<file path="src/rtl/hc_pkg.sv">
// Shared types and default sizing for the 74HC165 reader (and its 74HC595 sibling).
// FSM state encoding plus default chain width and shift-clock divider.
package hc_pkg;

    typedef enum logic [1:0] {
        IDLE,
        LOAD,
        LOW,
        HIGH
    } state_t;

    localparam int unsigned HC_DATA_W  = 16;
    localparam int unsigned HC_CLK_DIV = 4;

endpackage

</file>
<file path="src/rtl/hc_tick_gen.sv">
// Clearable divider: emits a one-cycle tick every CLK_DIV cycles of clk.
// The count is held at 0 while clr is high.
module hc_tick_gen
    import hc_pkg::*;
#(
    parameter int unsigned CLK_DIV = HC_CLK_DIV
) (
    input  logic clk,
    input  logic rst_n,
    input  logic clr,
    output logic tick
);

    localparam int unsigned CW = $clog2(CLK_DIV);

    logic [CW-1:0] cnt;

    assign tick = (cnt == CW'(CLK_DIV - 1));

    always_ff @(posedge clk or negedge rst_n) begin
        if (!rst_n) begin
            cnt <= '0;
        end else if (clr || tick) begin
            cnt <= '0;
        end else begin
            cnt <= cnt + 1'b1;
        end
    end

endmodule

</file>
<file path="src/rtl/hc165_reader.sv">
// Drives a 74HC165 chain (pl_n, sh_clk) and returns the captured word MSB first.
// Define HC165_DEBOUNCE_EN to publish a word only after two identical reads in a row.
module hc165_reader
    import hc_pkg::*;
#(
    parameter int unsigned DATA_W  = HC_DATA_W,
    parameter int unsigned CLK_DIV = HC_CLK_DIV
) (
    input  logic              clk_50mhz,
    input  logic              rst_n,
    input  logic              en,
    input  logic              start,
    input  logic              q7,
    output logic              pl_n,
    output logic              sh_clk,
    output logic              busy,
    output logic [DATA_W-1:0] data,
    output logic              data_valid
);

    localparam int unsigned BW = $clog2(DATA_W + 1);

    state_t            state, state_nx;
    logic              q7_meta, q7_sync;
    logic              tick, tick_clr;
    logic [DATA_W-1:0] shreg, shreg_nx, data_nx;
    logic [BW-1:0]     bit_cnt, bit_cnt_nx;
    logic              pl_n_nx, sh_clk_nx, busy_nx, dv_nx;
`ifdef HC165_DEBOUNCE_EN
    logic [DATA_W-1:0] prev_raw, prev_raw_nx;
`endif

    assign tick_clr = (state == IDLE) || !en;

    hc_tick_gen #(.CLK_DIV(CLK_DIV)) u_tick (
        .clk   (clk_50mhz),
        .rst_n (rst_n),
        .clr   (tick_clr),
        .tick  (tick)
    );

    always_ff @(posedge clk_50mhz or negedge rst_n) begin
        if (!rst_n) begin
            q7_meta <= 1'b0;
            q7_sync <= 1'b0;
        end else begin
            q7_meta <= q7;
            q7_sync <= q7_meta;
        end
    end

    always_comb begin
        state_nx    = state;
        shreg_nx    = shreg;
        bit_cnt_nx  = bit_cnt;
        pl_n_nx     = pl_n;
        sh_clk_nx   = sh_clk;
        busy_nx     = busy;
        dv_nx       = 1'b0;
        data_nx     = data;
`ifdef HC165_DEBOUNCE_EN
        prev_raw_nx = prev_raw;
`endif
        if (!en) begin
            state_nx  = IDLE;
            pl_n_nx   = 1'b1;
            sh_clk_nx = 1'b0;
            busy_nx   = 1'b0;
        end else begin
            case (state)
                IDLE: begin
                    pl_n_nx   = 1'b1;
                    sh_clk_nx = 1'b0;
                    if (start) begin
                        state_nx   = LOAD;
                        pl_n_nx    = 1'b0;
                        busy_nx    = 1'b1;
                        bit_cnt_nx = '0;
                    end
                end
                LOAD: if (tick) begin
                    state_nx = LOW;
                    pl_n_nx  = 1'b1;
                end
                // Sample on the same edge sh_clk rises, before the chain shifts.
                LOW: if (tick) begin
                    shreg_nx   = {shreg[DATA_W-2:0], q7_sync};
                    bit_cnt_nx = bit_cnt + 1'b1;
                    sh_clk_nx  = 1'b1;
                    state_nx   = HIGH;
                end
                HIGH: if (tick) begin
                    sh_clk_nx = 1'b0;
                    if (bit_cnt == BW'(DATA_W)) begin
                        state_nx = IDLE;
                        busy_nx  = 1'b0;
`ifdef HC165_DEBOUNCE_EN
                        prev_raw_nx = shreg;
                        if (shreg == prev_raw) begin
                            data_nx = shreg;
                            dv_nx   = 1'b1;
                        end
`else
                        data_nx = shreg;
                        dv_nx   = 1'b1;
`endif
                    end else begin
                        state_nx = LOW;
                    end
                end
                default: state_nx = IDLE;
            endcase
        end
    end

    always_ff @(posedge clk_50mhz or negedge rst_n) begin
        if (!rst_n) begin
            state      <= IDLE;
            shreg      <= '0;
            bit_cnt    <= '0;
            pl_n       <= 1'b1;
            sh_clk     <= 1'b0;
            busy       <= 1'b0;
            data       <= '0;
            data_valid <= 1'b0;
        end else begin
            state      <= state_nx;
            shreg      <= shreg_nx;
            bit_cnt    <= bit_cnt_nx;
            pl_n       <= pl_n_nx;
            sh_clk     <= sh_clk_nx;
            busy       <= busy_nx;
            data       <= data_nx;
            data_valid <= dv_nx;
        end
    end

`ifdef HC165_DEBOUNCE_EN
    always_ff @(posedge clk_50mhz or negedge rst_n) begin
        if (!rst_n) begin
            prev_raw <= '0;
        end else begin
            prev_raw <= prev_raw_nx;
        end
    end
`endif

endmodule
</file>
<file path="config.mk">
export PLATFORM = sky130hd
export DESIGN_NAME = hc165_reader
export DESIGN_NICKNAME = d
export VERILOG_FILES = /design/src/rtl/hc_pkg.sv /design/src/rtl/hc_tick_gen.sv /design/src/rtl/hc165_reader.sv
export SDC_FILE = /design/constraint.sdc
export NUM_CORES = 1
export LEC_CHECK = 0
export BUFFER_PORTS_ARGS = -buffer_cell sky130_fd_sc_hd__clkbuf_2
export CAP_MARGIN = 25
export CELL_PAD_IN_SITES_DETAIL_PLACEMENT = 1
export CELL_PAD_IN_SITES_GLOBAL_PLACEMENT = 2
export CORE_ASPECT_RATIO = 1.5
export CORE_MARGIN = 1.5
export CORE_UTILIZATION = 43
export CTS_CLUSTER_DIAMETER = 150
export DETAILED_ROUTE_END_ITERATION = 16
export GPL_ROUTABILITY_DRIVEN = 1
export PLACE_DENSITY = 0.88
export SLEW_MARGIN = 15
export SYNTH_ARGS = -nofsm -noshare
export SYNTH_HDL_FRONTEND = slang
export SYNTH_SLANG_ARGS = --single-unit
</file>
<file path="constraint.sdc">
create_clock -name clk_50mhz -period 2.85 [get_ports clk_50mhz]
set_clock_uncertainty 0.05 [all_clocks]
set_input_delay 0.285 -clock clk_50mhz [delete_from_list [all_inputs] [get_ports clk_50mhz]]
set_output_delay 0.285 -clock clk_50mhz [all_outputs]
set_load 0.01 [all_outputs]
</file>
==> metrics <==
vias in the first global route 1293; r2r worst-path depth 4; Critical Path Max Stage Delay 0.45 ns; CP Buf/Inv Count 0; clock latency on the worst-skew pair 0.29 ns; core box area 4467 um^2; P_leak 1.114 nW; fin. max-slew vios 0; Max Root-Sink Buffers 2; Global Route Usage Sum 0.1720; Core Rows 30; hold path depth 1; Layout area overhead 12.66%; Syn. warnings 0; Die W 58.50 um; synthesized area per cell 14.40 um^2; crit share post-route 0.7022; Power Density 493.5 nW/um^2; Yosys cell types 31; Synth Register Bits 47; Slowest cell on crit path nor2_4; share of the synthesized area in the top cell type 0.5793; Die ar. 5046 um^2; Post-synth EDFFs 0; CP arrival 2.13 ns; DP Wirelength 2.659 mm; IO buf count 24; Slew headroom 0.5960; post-synth top area cell dfrtp_1; CP startpoint kind flip-flop; Crit Path Max Fanout 17; CTS Sinks 47; post-synthesis cell area 1987 um^2; startpoint of the worst hold path q7; FFs w/ async S/R, synth 1.000; vias per inst 5.500; list of most frequent post-synthesis cells 46 x dfrtp_1, 24 x mux2_2, 8 x mux2_4, 8 x o21ai_0, 7 x nand3_1; total wire length 3.754 mm; Starting Density 0.4448; post-route minimum period 2.001 ns; drt drc 0; Area contributors post-synth dfrtp_1 58%, mux2_2 14%, mux2_4 6.0%, o21ai_0 2.0%, ha_1 1.9%; status completed; H-tree Lvls 2; Final nets 173; count leader, synth dfrtp_1; layout cells sized above 1 0.4157; first-pass GRT wire length 6.451 mm; Post-Syn Instances 138; largest net degree at the start of global routing 27; Hold Vio Cnt, Final 0; setup repair after global routing missed its margin no; Die Ht 86.26 um; syn_nets 146; register area share after synthesis 0.5926; total power 1.105 mW; Req. time, crit path 2.98 ns; Worst-path clk slew 0.08 ns; total grt overflow 0; I/O Pins 25; DR WL/cell 17.54 um; Hold Path End q7_meta; actual transition at the worst max-transition pin 0.6060 ns; DRT antenna net count 0; CP endpoint kind flip-flop; cts bufs inserted 5; Final Util 0.5011; Max-Cap Viols 0; peak supply drop 0.0003590 V; GPL Wtd Cong 0.7503; worst min path class in2reg; fmax 0.4997 GHz; CTS tree built; routed via count 1177; RR Endpoint data[7]; Initial DRC Count 46; ys flop type dfrtp_1; reg2reg setup slack 0.85 ns; ANT cells 0; setup TNS 0 ns; FILL cells 463; Setup Viol. Count Final 0; CP Class reg2reg; CP delay by family, top simple AND/OR/NAND/NOR gates; root buf cell clkbuf_8; TritonRoute pass-1 iters 4; Reg2Reg Launch Point u_tick.cnt[0]; initial antenna violation count 0; crit-path cells ha_1, nand4_1, nor2_4, mux2_2
==> kinds of logic after synthesis <==
family          Yosys count  synth area share
flops                    47            0.5926
mux                      33            0.2034
simple gates             31            0.1108
compound gates           14           0.04093
buf+inv                  10           0.03337
fa+ha+maj                 3           0.01889
==> layout by cell type (no fill, tap or decap), drive strengths merged <==
master | Yosys | final
nor3b | 2 | 2
nand2 | 3 | 3
ha | 3 | 3
or4 | 2 | 2
nand3 | 8 | 8
nand3b | 2 | 2
a21oi | 2 | 2
clkinv | 0 | 1
nor4bb | 1 | 1
clkbuf | 0 | 30
mux2i | 1 | 1
nand2b | 2 | 2
o21ai | 8 | 8
inv | 4 | 4
nand4bb | 1 | 1
clkinvlp | 0 | 1
mux2 | 32 | 32
dfrtp | 46 | 46
o2bb2ai | 1 | 1
dfstp | 1 | 1
dlygate4sd3 | 0 | 1
and2 | 2 | 2
buf | 6 | 1
nor2 | 3 | 3
or3b | 2 | 2
o31ai | 2 | 2
nor4b | 1 | 1
a21boi | 1 | 1
nor2b | 1 | 1
nand4 | 1 | 1
==> worst max path at each step <==
stage                   from  endpoint  slack, ns  depth (start not counted)
3_3_place_gp   u_tick.cnt[0]  data[10]       0.96                          4
6_report       u_tick.cnt[0]   data[7]       0.85                          4
5_1_grt        u_tick.cnt[0]   data[4]       0.72                          4
4_1_cts        u_tick.cnt[0]   data[5]       0.84                          4
3_5_place_dp   u_tick.cnt[0]   data[7]       0.86                          4
2_1_floorplan  u_tick.cnt[0]   data[0]       1.19                          6
==> power breakdown <==
group          internal, mW  switching, mW
Clock                 0.171          0.211
Combinational        0.0151         0.0277
Sequential            0.673        0.00664
Total                 0.860          0.245
==> flip-flops by register name, indices dropped and copies added, names as in the netlist <==
register    count
state           2
data           16
q7_sync         1
q7_meta         1
u_tick.cnt      2
sh_clk          1
busy            1
shreg          16
pl_n            1
data_valid      1
bit_cnt         5
==> routing by layer <==
layer | part of all wire | wire length, um | vias to the layer above | global-route usage
met5 | 0 | 0 | - | 0
met4 | 0.021 | 78 | 0 | 0.06977
met3 | 0.032 | 120 | 8 | 0.03582
met2 | 0.53 | 1987 | 25 | 0.2901
met1 | 0.42 | 1568 | 603 | 0.2116
li1 | - | - | 541 | -
==> layout make-up <==
type / count / area (um^2) / area share
well taps: 48 / 60.06 / 0.02683
clock inverters: 2 / 12.51 / 0.005590
flip-flops and latches: 47 / 1177 / 0.5260
inverters: 4 / 15.01 / 0.006708
clock buffers: 6 / 72.57 / 0.03242
repair buffers: 26 / 157.7 / 0.07043
multi-input cells: 81 / 743.2 / 0.3320
==> repair_timing <==
item                                    in CTS  in global routing
endpoints found under the hold margin       20                  0
resized for setup                            0                  0
endpoints found under the setup margin       0                  0
hold buffers                                 1                  0
buffers inserted                             0                  0
==> through the flow <==
stage	hold WS (ns)	std cells	instance area, um^2	worst slack [ns]
after floorplan	-0.06059	138	1987	1.187
after global placement	0.2864	204	2116	0.9559
after detailed placement	0.2711	205	2143	0.8606
after CTS	0.02730	214	2238	0.8373
after global routing	0.02107	214	2238	0.7226
final	0.04420	214	2238	0.8487
No activity file was read; power rests on OpenSTA's default activity.
